## src/rtl/bcd_scan_counter.sv

```systemverilog
// N-digit BCD up/down counter with a time-multiplexed, common-anode 7-segment scan driver.
// The count and scan prescalers are independent; AN and dec_out are registered.
module bcd_scan_counter #(
    parameter int CLK_HZ   = 100_000_000,
    parameter int COUNT_HZ = 1,
    parameter int SCAN_HZ  = 1000,
    parameter int N_DIGITS = 4,
    parameter bit BLANK_LZ = 1'b1
) (
    input  logic                CLK100MHz,
    input  logic                RST,
    input  logic                EN,
    input  logic                UP,
    input  logic                CLR,
    output logic                LED,
    output logic                WRAP,
    output logic [N_DIGITS-1:0] AN,
    output logic [6:0]          dec_out
);

    localparam int CNT_DIV  = CLK_HZ / COUNT_HZ;
    localparam int SCAN_DIV = CLK_HZ / SCAN_HZ;
    localparam int CNT_W    = $clog2(CNT_DIV);
    localparam int SCAN_W   = $clog2(SCAN_DIV);
    localparam int IDX_W    = (N_DIGITS > 1) ? $clog2(N_DIGITS) : 1;

    localparam logic [CNT_W-1:0]    CNT_LAST   = CNT_W'(CNT_DIV - 1);
    localparam logic [CNT_W-1:0]    CNT_ZERO   = CNT_W'(0);
    localparam logic [CNT_W-1:0]    CNT_ONE    = CNT_W'(1);
    localparam logic [SCAN_W-1:0]   SCAN_LAST  = SCAN_W'(SCAN_DIV - 1);
    localparam logic [SCAN_W-1:0]   SCAN_ZERO  = SCAN_W'(0);
    localparam logic [SCAN_W-1:0]   SCAN_ONE   = SCAN_W'(1);
    localparam logic [IDX_W-1:0]    IDX_LAST   = IDX_W'(N_DIGITS - 1);
    localparam logic [IDX_W-1:0]    IDX_ZERO   = IDX_W'(0);
    localparam logic [IDX_W-1:0]    IDX_ONE    = IDX_W'(1);
    localparam logic [N_DIGITS-1:0] AN_RESET   = ~(N_DIGITS'(1));
    localparam logic [6:0]          SEG_ZERO   = 7'b0000001;
    localparam logic [6:0]          SEG_BLANK  = 7'b1111111;

    // Active-low {a,b,c,d,e,f,g}; any non-BCD code shows nothing.
    function automatic logic [6:0] seg_encode(input logic [3:0] digit);
        logic [6:0] seg;
        case (digit)
            4'd0:    seg = 7'b0000001;
            4'd1:    seg = 7'b1001111;
            4'd2:    seg = 7'b0010010;
            4'd3:    seg = 7'b0000110;
            4'd4:    seg = 7'b1001100;
            4'd5:    seg = 7'b0100100;
            4'd6:    seg = 7'b0100000;
            4'd7:    seg = 7'b0001111;
            4'd8:    seg = 7'b0000000;
            4'd9:    seg = 7'b0000100;
            default: seg = 7'b1111111;
        endcase
        return seg;
    endfunction

    // One BCD digit step: returns {carry/borrow out, next digit}. Out-of-range codes recover.
    function automatic logic [4:0] bcd_step(input logic [3:0] digit, input logic up, input logic cin);
        logic [4:0] res;
        if (!cin) begin
            res = {1'b0, digit};
        end else if (up) begin
            if (digit >= 4'd9) begin
                res = {1'b1, 4'd0};
            end else begin
                res = {1'b0, digit + 4'd1};
            end
        end else begin
            if (digit == 4'd0) begin
                res = {1'b1, 4'd9};
            end else if (digit > 4'd9) begin
                res = {1'b0, 4'd9};
            end else begin
                res = {1'b0, digit - 4'd1};
            end
        end
        return res;
    endfunction

    logic [CNT_W-1:0]             cnt_pre_r;
    logic [SCAN_W-1:0]            scan_pre_r;
    logic [IDX_W-1:0]             scan_idx_r;
    logic [N_DIGITS-1:0][3:0]     digits_r;
    logic                         wrap_r;
    logic [N_DIGITS-1:0]          an_r;
    logic [6:0]                   seg_r;

    logic                         tick_s;
    logic                         scan_tick_s;
    logic [N_DIGITS:0]            carry_s;
    logic [N_DIGITS-1:0][3:0]     digits_next_s;
    logic                         wrap_s;
    logic [N_DIGITS:0]            zero_above_s;
    logic [N_DIGITS-1:0]          blank_s;
    logic [N_DIGITS-1:0]          hit_s;
    logic [3:0]                   sel_digit_s;
    logic                         sel_blank_s;
    logic [N_DIGITS-1:0]          an_next_s;
    logic [6:0]                   seg_next_s;

    // Prescaler terminal counts; the count tick only exists while counting is enabled.
    always_comb begin
        tick_s      = EN & (cnt_pre_r == CNT_LAST);
        scan_tick_s = (scan_pre_r == SCAN_LAST);
    end

    // Ripple carry/borrow chain seeded by the tick; a carry out of the top digit is a full wrap.
    always_comb begin
        carry_s       = {(N_DIGITS + 1){1'b0}};
        digits_next_s = digits_r;
        carry_s[0]    = tick_s;
        for (int i = 0; i < N_DIGITS; i++) begin
            {carry_s[i+1], digits_next_s[i]} = bcd_step(digits_r[i], UP, carry_s[i]);
        end
        wrap_s = carry_s[N_DIGITS];
    end

    // Count prescaler, digit register and wrap pulse; CLR overrides a same-cycle tick.
    always_ff @(posedge CLK100MHz or posedge RST) begin
        if (RST) begin
            cnt_pre_r <= CNT_ZERO;
            digits_r  <= {N_DIGITS{4'd0}};
            wrap_r    <= 1'b0;
        end else if (CLR) begin
            cnt_pre_r <= CNT_ZERO;
            digits_r  <= {N_DIGITS{4'd0}};
            wrap_r    <= 1'b0;
        end else begin
            if (tick_s) begin
                cnt_pre_r <= CNT_ZERO;
            end else if (EN) begin
                cnt_pre_r <= cnt_pre_r + CNT_ONE;
            end else begin
                cnt_pre_r <= cnt_pre_r;
            end
            digits_r <= digits_next_s;
            wrap_r   <= wrap_s;
        end
    end

    // Free-running scan prescaler and digit index, untouched by EN and CLR.
    always_ff @(posedge CLK100MHz or posedge RST) begin
        if (RST) begin
            scan_pre_r <= SCAN_ZERO;
            scan_idx_r <= IDX_ZERO;
        end else if (scan_tick_s) begin
            scan_pre_r <= SCAN_ZERO;
            if (scan_idx_r == IDX_LAST) begin
                scan_idx_r <= IDX_ZERO;
            end else begin
                scan_idx_r <= scan_idx_r + IDX_ONE;
            end
        end else begin
            scan_pre_r <= scan_pre_r + SCAN_ONE;
            scan_idx_r <= scan_idx_r;
        end
    end

    // A digit above 0 is blanked when it and every more significant digit are zero.
    always_comb begin
        zero_above_s           = {(N_DIGITS + 1){1'b0}};
        blank_s                = {N_DIGITS{1'b0}};
        zero_above_s[N_DIGITS] = 1'b1;
        for (int i = N_DIGITS - 1; i >= 0; i--) begin
            zero_above_s[i] = zero_above_s[i+1] & (digits_r[i] == 4'd0);
        end
        for (int i = 1; i < N_DIGITS; i++) begin
            blank_s[i] = BLANK_LZ & zero_above_s[i];
        end
    end

    // One-hot select of the scanned digit, built as an AND-OR mux.
    always_comb begin
        hit_s       = {N_DIGITS{1'b0}};
        sel_digit_s = 4'd0;
        sel_blank_s = 1'b0;
        for (int i = 0; i < N_DIGITS; i++) begin
            hit_s[i]    = (scan_idx_r == IDX_W'(i));
            sel_digit_s = sel_digit_s | (digits_r[i] & {4{hit_s[i]}});
            sel_blank_s = sel_blank_s | (blank_s[i] & hit_s[i]);
        end
        an_next_s = ~hit_s;
        if (sel_blank_s) begin
            seg_next_s = SEG_BLANK;
        end else begin
            seg_next_s = seg_encode(sel_digit_s);
        end
    end

    // Registered anode and segment drive, one cycle behind index and digits.
    always_ff @(posedge CLK100MHz or posedge RST) begin
        if (RST) begin
            an_r  <= AN_RESET;
            seg_r <= SEG_ZERO;
        end else begin
            an_r  <= an_next_s;
            seg_r <= seg_next_s;
        end
    end

    assign AN      = an_r;
    assign dec_out = seg_r;
    assign WRAP    = wrap_r;
    assign LED     = digits_r[0][0];

endmodule

```

## config.mk

```make
export PLATFORM = sky130hd
export DESIGN_NAME = bcd_scan_counter
export DESIGN_NICKNAME = d
export VERILOG_FILES = /design/src/rtl/bcd_scan_counter.sv
export SDC_FILE = /design/constraint.sdc
export NUM_CORES = 1
export LEC_CHECK = 0
export CAP_MARGIN = 20
export CORE_ASPECT_RATIO = 1.5
export CORE_UTILIZATION = 30
export DETAILED_ROUTE_END_ITERATION = 8
export GPL_TIMING_DRIVEN = 0
export PLACE_DENSITY = 0.42
export SYNTH_ARGS = -nofsm -noshare
export SYNTH_HDL_FRONTEND = slang
export SYNTH_SLANG_ARGS = --single-unit
```

## constraint.sdc

```tcl
create_clock -name CLK100MHz -period 2.6 [get_ports CLK100MHz]
set_input_delay 0.52 -clock CLK100MHz [delete_from_list [all_inputs] [get_ports CLK100MHz]]
set_output_delay 0.52 -clock CLK100MHz [all_outputs]
set_load 0.01 [all_outputs]
```

-- Word level (Yosys, flattened, before mapping)
Memory sizes are Yosys's and may differ from the RTL's.
Cells that the tools add are included.
- flip-flop bits (word level): 74
- ROM bits: 112
- logic and storage cells: 89
- memories kept: 1
- add/sub/neg operators: 11
- $lt $le $gt $ge: 8
- equal/unequal tests: 5
- mux-type cells: 28
- bitwise operators: 16
- reduce and logical (&&, ||, !) cells: 10
- memories (name ; depth ; bits a word ; read ports ; clocked after memory_dff ; write ports ; line ; source):
    (name not given) ; 16 ; 7 ; 1 ; 0 ; 0 ; 43 ; case (digit)
- operators by type and width (kind ; number):
    2-to-1 mux 27 bit ; 3
    2-to-1 mux 5 bit ; 16
    adder 27 x 1 -> 27 bit (second input constant) ; 1
    == test 27 bit (second input constant) ; 1
    adder 17 x 1 -> 17 bit (second input constant) ; 1
    == test 17 bit (second input constant) ; 1
    2-to-1 mux 17 bit ; 1
    adder 4 x 1 -> 4 bit (second input constant) ; 4
    AND 4 bit ; 4
    >= comparator 4 bit (second input constant) ; 4
    > comparator 4 bit (second input constant) ; 4
    zero test 4 bit ; 4
    2-to-1 mux 16 bit ; 1
    2-to-1 mux 4 bit ; 4
    subtractor 4 x 1 -> 4 bit (second input constant) ; 4
    bitwise OR 4 bit ; 3
    nonzero test 2 bit ; 4
    2-to-1 mux 7 bit ; 1
    AND 1 bit ; 6
    == test 2 bit (second input constant) ; 2
    inverter 4 bit ; 1
    nonzero test 3 bit ; 1
    adder 2 x 1 -> 2 bit (second input constant) ; 1
    == test 2 x 1 -> 1 bit (second input constant) ; 1
    4 further kinds ; 5

-- Depth between registers and ports, before layout
Gate-level depths: netlist of the first run.
- word-level depth: 9
- mapped depth: 9
- depth with buffers taken out: 9

-- Worst setup path before layout of the first run
No wires, ideal clock.
- path kind: reg2reg
- from: reg scan_pre_r[13]
- to: reg scan_idx_r[0]
- setup time: 0.125 ns
- arrival time: 2.134 ns
- path slack: 0.341 ns
- cell stages (with the launch flop): 7
- clock period less this slack: 2.259 ns
- path through: dfrtp_1 -> or4b_1 -> or4b_1 -> nor4_2 -> and3_2 -> buf_6 -> mux2_4
- word-level cells in the longest chain between the ends: 1
- ends and longest elaborated chain (item ; line ; source):
    start, declared ; 83 ; logic [SCAN_W-1:0] scan_pre_r;
    start signal, assigned ; 156 ; scan_pre_r <= scan_pre_r + SCAN_ONE;
    == test 17 bit ; 106 ; scan_tick_s = (scan_pre_r == SCAN_LAST);
    end signal, assigned ; 153 ; scan_idx_r <= scan_idx_r + IDX_ONE;
    end signal, assigned ; 157 ; scan_idx_r <= scan_idx_r;
    end, declared ; 84 ; logic [IDX_W-1:0] scan_idx_r;
Every way passes these cells.
A chain may end at the register's enable or synchronous reset.

-- Final worst setup path of the first run
- from: in EN
- to: reg digits_r[5] in the netlist's numbering
- word-level cells in the longest chain between the ends: 3
- ends and longest elaborated chain (item ; line ; source):
    start, declared ; 12 ; input logic EN,
    AND 1 bit ; 105 ; tick_s = EN & (cnt_pre_r == CNT_LAST);
    2-to-1 mux 5 bit ; 62 ; if (!cin) begin
    nonzero test 2 bit (no line) ; n/a ;
    end signal, assigned ; 124 ; digits_r <= {N_DIGITS{4'd0}};
    end signal, assigned ; 128 ; digits_r <= {N_DIGITS{4'd0}};
    end signal, assigned ; 138 ; digits_r <= digits_next_s;
    end, declared ; 85 ; logic [N_DIGITS-1:0][3:0] digits_r;
Every way passes these cells. The select of a mux whose other input is x is not followed.

==> results.py, run 1 <==
metrics = {
    "critical_path": {
        "crit_required_ns": 2.86,
        "reg2reg_to": "digits_r[12]$_DFFE_PP0P_",
        "rr_startpoint": "digits_r[4]$_DFFE_PP0P_",
        "ff2ff_path_depth": 7,
        "critical_path_class": "input port to flop",
        "arrival_ns": 2.74,
        "r2r_setup_slack_ns": 0.16,
        "cp-end-kind": "flop",
        "startpoint_type": "input port",
        "crit_fanout": 5,
    },
    "floorplan": {
        "io_pins": 18,
        "die-area_um2": 15800,
        "die_x_um": 103,
        "start_util_pct": 30.5,
        "rows": 55,
        "die_h_um": 154,
        "coreArea_um2": 15100,
    },
    "grt": {
        "grt_pass1_vias": 3747,
        "grt_pass1_wl_um": 18800,
        "grt_max_degree": 40,
        "antenna_found_initial": 0,
        "overflow": 0,
        "grt_usage_pct": 15.3,
    },
    "synthesis": {
        "synth_adder_area_share_pct": 7.07,
        "synth_edf_count": 0,
        "synth_top_family_by_area": "simple AND/OR/NAND/NOR gates",
        "synth_xor_area_share_pct": 7.42,
        "synthArstFlopShare_pct": 100,
        "synth_compound_area_share_pct": 12.6,
        "muxShareOfSynthArea_pct": 3.70,
        "ys_seq_area_share_pct": 40.3,
        "ys_ff_latch": 74,
        "syn_nets": 537,
        "syn_area_um2": 4600,
        "yosysWarnings": 0,
        "syn-instance-count": 506,
        "yosys_most_used_dff": "dfrtp_1",
        "yosys.area.top_type": "dfrtp_1",
        "syn_area_per_cell_um2": 9.09,
        "synth.top_cells.by_count": "70 x dfrtp_1, 57 x nor2_1, 39 x nand2_1, 26 x ha_1, 26 x inv_1",
        "synth_area_leaders": "dfrtp_1 38%, ha_1 7.1%, nor2_1 4.6%, xor2_1 4.6%, nand2_1 3.2%",
        "synth_cell_types": 63,
        "synth-simple-area-share_pct": 24.7,
        "yosysMostFrequentCell": "dfrtp_1",
        "yosys.area.top_type_share_pct": 38.1,
    },
    "final_layout": {
        "drive_gt1_share_pct": 7.21,
        "fin_area_um2": 5400,
        "antenna_cells": 0,
        "final_cells": 740,
        "area_delta_synth_final_pct": 17.3,
        "nets": 567,
        "fillCellCount": 1526,
    },
    "cts": {
        "cts_tree": "done",
        "cts_buffers": 9,
        "clock_latency_ns": 0.33,
        "clk_pin_slew_ns": 0.06,
        "htree_levels": 3,
        "clock_sinks": 74,
        "cts_root_buf": "clkbuf_16",
        "clk_path_buf_depth": 2,
    },
    "power": {
        "power.leakage_nw": 2.26,
        "power.density_nw_per_um2": 485,
        "power_mw": 2.62,
        "ir_drop_mv": 0.235,
    },
    "placed_design": {
        "gp_congestion": 0.792,
        "dp.cells": 723,
        "placed_area_um2": 5040,
        "portBuffers": 16,
        "hpwl_um": 8260,
        "place_ws_ns": -0.344,
    },
    "drt": {
        "drc": 0,
        "dr_total_vias": 3726,
        "via_per_inst": 5.04,
        "drt_wl_total_um": 11300,
        "first_pass_iters": 4,
        "drt_iter0_drc": 127,
        "wl_per_cell_um": 15.3,
        "postRouteAntennaNets": 0,
    },
    "hold_path": {
        "min-delay-start": "scan_pre_r[0]$_DFF_PP0_",
        "worstHoldPathCells": 1,
        "hold_end": "scan_pre_r[0]$_DFF_PP0_",
        "hold_class": "flop to flop",
    },
    "sta": {
        "final.setup.tns_ns": 0,
        "slew_viol_final": 0,
        "rsz0062_at_grt": "no",
        "max_freq_mhz": 404,
        "post-route-period-util_pct": 95.2,
        "finalSetupViolCount": 0,
        "tightestPinTransition_ns": 0.778,
        "hold_violations": 0,
        "slew_headroom_pct": 47.6,
        "period_needed_ns": 2.48,
        "fin_skew_ns": 0.00621,
        "fin_ws_ns": 0.125,
    },
    "outcome": {
        "outcome": "complete, no violations",
    },
    "run": {
        "maxCapViolCount": 0,
    },
}
-- power by group --
part           switching, mW  internal, mW
Sequential           0.00286          1.15
Clock                  0.500         0.868
Combinational         0.0677        0.0232
-- cell families after synthesis --
group,Yosys count
simple gates,214
compound gates,89
flops,74
buf+inv,49
xor+xnor,39
fa+ha+maj,26
mux,15
-- final cells by class --
class                   count  area [um^2]  area share [%]
multi-input cells         383         2580            47.9
well taps                 199          249            4.61
inverters                  27          104            1.92
flip-flops and latches     74         1860            34.4
clock inverters             4         75.1            1.39
repair buffers             19          193            3.57
clock buffers              12          246            4.57
plain buffers              22         90.1            1.67
-- how the worst max path moves through the flow --
| stage | startpoint | to | slack [ns] | cells past startpoint |
|---|---|---|---|---|
| 6_report | EN | digits_r[5]$_DFFE_PP0P_ | 0.12 | 6 |
| 5_1_grt | EN | digits_r[5]$_DFFE_PP0P_ | 0.007 | 6 |
| 4_1_cts | EN | digits_r[5]$_DFFE_PP0P_ | 0.009 | 6 |
| 3_5_place_dp | EN | digits_r[5]$_DFFE_PP0P_ | -0.34 | 6 |
| 3_3_place_gp | RST | digits_r[4]$_DFFE_PP0P_ | -1.29 | 2 |
| 2_1_floorplan | RST | AN[0]$_DFF_PP0_ | 0.20 | 1 |
-- worst max-delay path: stages --
cell,delay [ns]
clkdlybuf4s50_1,0.56
nor4bb_1,0.30
nand4_1,0.30
nor4_4,0.58
mux2_2,0.39
nor2_1,0.08
-- metrics by stage --
| step | hold slack [ns] | utilization [%] |
|---|---|---|
| 3_5_place_dp | 0.472 | 33.4 |
| 6_report | 0.479 | 35.8 |
| 4_1_cts | 0.481 | 35.6 |
| 3_3_place_gp | 0.472 | 33.3 |
| 2_1_floorplan | 0.451 | - |
| 5_1_grt | 0.519 | 35.8 |
-- registers in the layout (all words and copies together), names as in the netlist --
name and count:
digits_r 15, scan_idx_r 2, cnt_pre_r 27, scan_pre_r 17, dec_out 7, WRAP 1
LED 1, AN 4
-- per-layer routing --
layer	vias to the layer above	global-route usage (%)	share of wire, %
li1	1855	-	-
met1	1808	17.4	43
met2	50	27.6	53
met3	13	2.55	2.2
met4	0	5.77	1.9
met5	-	0	0
-- cells in the final DEF, fill, tap and decap left out, types with 9 or more instances in the layout --
master and n:
nand2_1 39, xnor2_1 15, and3_1 11, nand3_1 19
nor3_1 19, nand4_1 13, clkbuf_16 9, nor2_1 57
xor2_1 24, ha_1 26, o21ai_0 24, mux2i_1 11
dfrtp_1 70, inv_1 25, clkdlybuf4s50_1 16, clkbuf_1 22
a21oi_1 18
-- repair_timing --
item | in CTS | in global routing
setup buffers | 1 | 0
hold buffers | 0 | 0
endpoints found under the hold margin | 0 | 0
gates resized for setup | 1 | 6
setup endpoints to repair | 5 | 29
Note: power is estimated with default switching activity, not from simulation.
==> run 2, diff against run 1 <==
--- a/config.mk
+++ b/config.mk
@@ -11,6 +11,7 @@
 export DETAILED_ROUTE_END_ITERATION = 8
 export GPL_TIMING_DRIVEN = 0
 export PLACE_DENSITY = 0.42
+export SKIP_LAST_GASP = 1
 export SYNTH_ARGS = -nofsm -noshare
 export SYNTH_HDL_FRONTEND = slang
 export SYNTH_SLANG_ARGS = --single-unit
==> run 2 against run 1 <==
Effect of this change: register-to-register slack is essentially flat; utilization is essentially flat; worst hold slack is the same; critical path depth stayed put; wire length about the same; sequential power barely moved; largest power group unchanged.
==> results.py, run 2 (synthesis results as in run 1) <==
metrics = {
    "power": {
        "intPower_mw": 2.05,
        "power_mw": 2.62,
        "power_frac_clock_pct": 52.3,
        "p_comb_share_pct": 3.5,
        "switchingPower_uw": 571,
        "power.density_nw_per_um2": 485,
        "power.leakage_nw": 2.26,
        "p_seq_share_pct": 44.2,
        "switching_share_pct": 21.8,
        "ir_drop_mv": 0.231,
    },
    "placed_design": {
        "portBuffers": 16,
        "hpwl_um": 8260,
        "placed_area_um2": 5040,
        "gp_congestion": 0.792,
    },
    "critical_path": {
        "arrival_ns": 2.71,
        "startpoint_type": "input port",
        "r2r_setup_slack_ns": 0.16,
        "critical_path_class": "input port to flop",
        "critPathMaxStageDelay_ns": 0.58,
        "crit_required_ns": 2.86,
        "slowest_stage": "nor4_4",
        "cp-end-kind": "flop",
        "crit_fanout": 5,
        "cp_top_family": "simple AND/OR/NAND/NOR gates",
        "crit_chain": "clkdlybuf4s50_1 > nor4bb_1 > nand4_1 > nor4_4 > mux2_2 > nor2_1",
        "critical_path_buf_inv_count": 1,
    },
    "sta": {
        "hold-worst-slack_ns": 0.479,
        "slew_headroom_pct": 47.7,
        "finalSetupViolCount": 0,
        "slew_viol_final": 0,
        "max_freq_mhz": 408,
        "rsz0062_at_grt": "yes",
        "post-route-period-util_pct": 94.3,
        "period_needed_ns": 2.45,
        "hold_violations": 0,
        "tightestPinTransition_ns": 0.778,
        "fin_skew_ns": 0.00614,
        "final.setup.tns_ns": 0,
    },
    "cts": {
        "cts_buffers": 9,
        "clock_sinks": 74,
        "cts_root_buf": "clkbuf_16",
        "cts_tree": "done",
        "clock_latency_ns": 0.33,
        "clk_path_buf_depth": 2,
        "htree_levels": 3,
        "cts_hold_buf": 0,
        "clk_pin_slew_ns": 0.06,
    },
    "drt": {
        "via_per_inst": 5.03,
        "drc": 0,
        "first_pass_iters": 4,
        "dr_total_vias": 3724,
        "drt_iter0_drc": 129,
        "drt_wl_total_um": 11300,
        "postRouteAntennaNets": 0,
        "wl_per_cell_um": 15.3,
    },
    "floorplan": {
        "coreArea_um2": 15100,
        "die_h_um": 154,
        "die_x_um": 103,
        "die-area_um2": 15800,
        "rows": 55,
        "start_util_pct": 30.5,
        "io_pins": 18,
    },
    "final_layout": {
        "antenna_cells": 0,
        "reg_top3": "cnt_pre_r (27), scan_pre_r (17), digits_r (15)",
        "nets": 567,
        "fin_area_um2": 5390,
        "drive_gt1_share_pct": 7.02,
        "fillCellCount": 1527,
        "mostFrequentLayoutCells": "70 x dfrtp_1, 57 x nor2_1, 39 x nand2_1",
        "largest_reg_flops": 27,
        "final_util_pct": 35.8,
        "area_delta_synth_final_pct": 17.2,
        "mostFrequentLayoutCell": "dfrtp_1",
        "regMostFlops": "cnt_pre_r",
    },
    "grt": {
        "grt_pass1_wl_um": 18800,
        "overflow": 0,
        "antenna_found_initial": 0,
        "grt_max_degree": 40,
        "grt_usage_pct": 15.3,
        "grt_pass1_vias": 3747,
    },
    "hold_path": {
        "hold_class": "flop to flop",
    },
    "run": {
        "maxCapViolCount": 0,
    },
    "outcome": {
        "outcome": "complete, no violations",
    },
}
run 2: layer usage:
layer | share of wire [%] | vias up | track usage [%]
li1 | - | 1852 | -
met1 | 43 | 1805 | 17.4
met2 | 53 | 54 | 27.6
met3 | 2.3 | 13 | 2.55
met4 | 2.1 | 0 | 5.77
met5 | 0 | - | 0
run 2: what timing repair did:
action                     in CTS  in global routing
pin swaps                       0                  0
cloned                          0                  0
setup endpoints to repair       5                 29
resized for setup               1                  5
setup buffers                   1                  0
run 2: power groups by stage:
stage | clock network, mW | logic, mW | registers [mW]
after floorplan | 0 | 0.0548 | 1.18
after global placement | 0 | 0.0887 | 1.18
after detailed placement | 0 | 0.0930 | 1.18
after CTS | 1.41 | 0.0934 | 1.16
after global routing | 1.45 | 0.104 | 1.16
final | 1.37 | 0.0909 | 1.16
run 2: metrics by stage:
stage,cells,setup WS [ns]
after floorplan,506,0.205
after global placement,721,-1.29
after detailed placement,723,-0.344
after CTS,740,0.00883
after global routing,740,-0.0236
final,740,0.149
run 2: final cells by class:
type,instances,area (um^2),share of cell area [%]
plain buffers,22,90.1,1.67
clock buffers,12,246,4.57
clock inverters,4,75.1,1.39
inverters,27,104,1.93
multi-input cells,383,2580,47.8
flip-flops and latches,74,1860,34.4
well taps,199,249,4.62
repair buffers,19,193,3.57
run 2: worst reg2reg max path, stage by stage (launching register included):
cell	delay, ns
dfrtp_1	0.48
inv_1	0.12
ha_1	0.29
or3b_1	0.44
o22ai_2	0.22
nor4b_4	0.26
nand2_1	0.21
a31o_2	0.31
run 2: path summary, 6_finish.rpt:
check                                       endpoint  depth (start not counted)                    start
setup / recovery             digits_r[5]$_DFFE_PP0P_                          6                       EN
hold / removal               scan_pre_r[0]$_DFF_PP0_                          1  scan_pre_r[0]$_DFF_PP0_
setup reg to reg            digits_r[12]$_DFFE_PP0P_                          7  digits_r[4]$_DFFE_PP0P_
hold reg to reg              scan_pre_r[0]$_DFF_PP0_                          1  scan_pre_r[0]$_DFF_PP0_
max in group asynchronous    digits_r[9]$_DFFE_PP0P_                          3                      RST
min in group asynchronous  cnt_pre_r[14]$_DFFE_PP0P_                          2                      RST
==> run 3, diff against run 2 <==
--- a/config.mk
+++ b/config.mk
@@ -9,9 +9,11 @@
 export CORE_ASPECT_RATIO = 1.5
 export CORE_UTILIZATION = 30
 export DETAILED_ROUTE_END_ITERATION = 8
+export DONT_BUFFER_PORTS = 1
 export GPL_TIMING_DRIVEN = 0
-export PLACE_DENSITY = 0.42
+export PLACE_DENSITY = 0.41
 export SKIP_LAST_GASP = 1
+export SLEW_MARGIN = 20
 export SYNTH_ARGS = -nofsm -noshare
 export SYNTH_HDL_FRONTEND = slang
 export SYNTH_SLANG_ARGS = --single-unit
==> run 3 against run 2 <==
Effect of this change: via count down 0.56%; clock power fell by 14%; count of clock-buffer cells in the layout is 3 lower; design area fell by 3.7%; global-route usage is 0.20 points higher; largest power group unchanged; sequential share of layout area increased by 1.3 points; critical path depth is 2 higher; combinational power decreased by 7.6%; sequential power barely moved; sequential cell count did not move.
==> results.py, run 3 (synthesis results as in run 1) <==
metrics = {
    "outcome": {
        "outcome": "complete, no violations",
    },
    "final_layout": {
        "largest_reg_flops": 27,
        "regMostFlops": "cnt_pre_r",
        "reg_top3": "cnt_pre_r (27), scan_pre_r (17), digits_r (15)",
        "nets": 550,
        "antenna_cells": 0,
        "mostFrequentLayoutCell": "dfrtp_1",
        "mostFrequentLayoutCells": "70 x dfrtp_1, 57 x nor2_1, 39 x nand2_1",
        "area_delta_synth_final_pct": 12.8,
        "drive_gt1_share_pct": 7.63,
    },
    "grt": {
        "antenna_found_initial": 0,
        "grt_usage_pct": 15.5,
        "grt_pass1_vias": 3732,
        "grt_max_degree": 41,
        "overflow": 0,
        "grt_pass1_wl_um": 18800,
    },
    "placed_design": {
        "hpwl_um": 8250,
        "gp_congestion": 0.816,
        "place_ws_ns": -0.154,
        "portBuffers": 0,
    },
    "sta": {
        "tightestPinTransition_ns": 0.737,
        "max_freq_mhz": 402,
        "rsz0062_at_grt": "yes",
        "finalSetupViolCount": 0,
        "post-route-period-util_pct": 95.7,
        "fin_ws_ns": 0.113,
        "slew_viol_final": 0,
        "period_needed_ns": 2.49,
        "slew_headroom_pct": 50.4,
        "hold_violations": 0,
        "final.setup.tns_ns": 0,
        "fin_skew_ns": 0.0115,
    },
    "drt": {
        "wl_per_cell_um": 15.8,
        "dr_total_vias": 3703,
        "drt_wl_total_um": 11400,
        "postRouteAntennaNets": 0,
        "via_per_inst": 5.12,
        "first_pass_iters": 4,
        "drt_iter0_drc": 107,
        "drc": 0,
    },
    "cts": {
        "clk_pin_slew_ns": 0.07,
        "htree_levels": 3,
        "cts_buffers": 9,
        "clock_latency_ns": 0.34,
        "cts_root_buf": "clkbuf_16",
        "clock_sinks": 74,
        "clk_path_buf_depth": 2,
        "cts_hold_buf": 0,
        "cts_tree": "done",
    },
    "floorplan": {
        "io_pins": 18,
        "die-area_um2": 15800,
        "rows": 55,
        "die_h_um": 154,
        "die_x_um": 103,
        "start_util_pct": 30.5,
        "coreArea_um2": 15100,
    },
    "power": {
        "power.density_nw_per_um2": 466,
        "power.leakage_nw": 2.17,
        "ir_drop_mv": 0.259,
    },
    "critical_path": {
        "startpoint_type": "flop",
        "arrival_ns": 2.71,
        "critical_path_class": "flop to flop",
        "ff2ff_path_depth": 8,
        "rr_startpoint": "LED$_DFFE_PP0P_",
        "r2r_setup_slack_ns": 0.11,
        "cp-end-kind": "flop",
        "reg2reg_to": "digits_r[12]$_DFFE_PP0P_",
        "crit_fanout": 10,
        "crit_required_ns": 2.82,
    },
    "hold_path": {
        "hold_class": "input port to asynchronous set/reset pin",
    },
    "run": {
        "maxCapViolCount": 0,
    },
}
## run 3: cell count changes in the layout (fill, tap and decap cells not counted), sizes merged
cell	before	now
clkinv	1	2
buf	5	4
inv	26	28
clkbuf	32	29
bufinv	2	0
clkinvlp	2	4
clkdlybuf4s50	16	0
## run 3: area by class of cell
class / instances / area [um^2]
inverter: 27 / 104
multi-input combinational: 383 / 2590
clock inverter: 7 / 52.6
buffer: 22 / 90.1
sequential: 74 / 1860
timing repair buffer: 2 / 27.5
clock buffer: 9 / 225
tap: 199 / 249
fill: 1565 / 9880
## run 3: repair_timing
item                       4_1_cts  5_1_grt
resized for setup                1        5
setup endpoints to repair        4       29
setup buffers                    1        0
## run 3: worst max path at each step
| stage | end | startpoint | slack [ns] | cells after the start |
|---|---|---|---|---|
| 2_1_floorplan | AN[0]$_DFF_PP0_ | RST | 0.20 | 1 |
| 3_3_place_gp | digits_r[13]$_DFFE_PP0P_ | RST | -0.79 | 1 |
| 3_5_place_dp | digits_r[12]$_DFFE_PP0P_ | digits_r[4]$_DFFE_PP0P_ | -0.15 | 7 |
| 4_1_cts | digits_r[12]$_DFFE_PP0P_ | LED$_DFFE_PP0P_ | 0.07 | 8 |
| 5_1_grt | digits_r[12]$_DFFE_PP0P_ | digits_r[4]$_DFFE_PP0P_ | -0.007 | 7 |
| 6_report | digits_r[12]$_DFFE_PP0P_ | LED$_DFFE_PP0P_ | 0.11 | 8 |
## run 3: critical path: stages (launching register included)
cell,delay (ns)
dfrtp_1,0.55
inv_1,0.16
ha_1,0.23
or3b_2,0.49
a22oi_2,0.31
nor4b_4,0.09
buf_4,0.18
and3_1,0.16
a31o_2,0.20
## run 3: routing by layer
metal	vias up	global-route usage, %	wire length (um)
li1	1817	-	-
met1	1830	17.4	4740
met2	38	28.0	6180
met3	18	2.32	188
met4	0	6.84	287
met5	-	0	0
## run 3: stage by stage
step                std cells  total power, mW  util [%]  area, um^2  hold slack (ns)
global route              723             2.52      34.5        5190            0.125
finish                    723             2.42      34.5        5190           0.0818
detailed placement        706             1.26      32.4        4880            0.464
global placement          705             1.26      32.2        4850            0.475
floorplan                 506             1.23         -        4600            0.451
CTS                       723             2.47      34.3        5160           0.0986
## run 3: power by group
group          leakage (nW)  switching (mW)  internal, mW  total, mW
clock                 0.124           0.526         0.651       1.18
sequential             1.00         0.00311          1.15       1.16
combinational          1.04          0.0650        0.0190     0.0840
total                  2.17           0.594          1.82       2.42
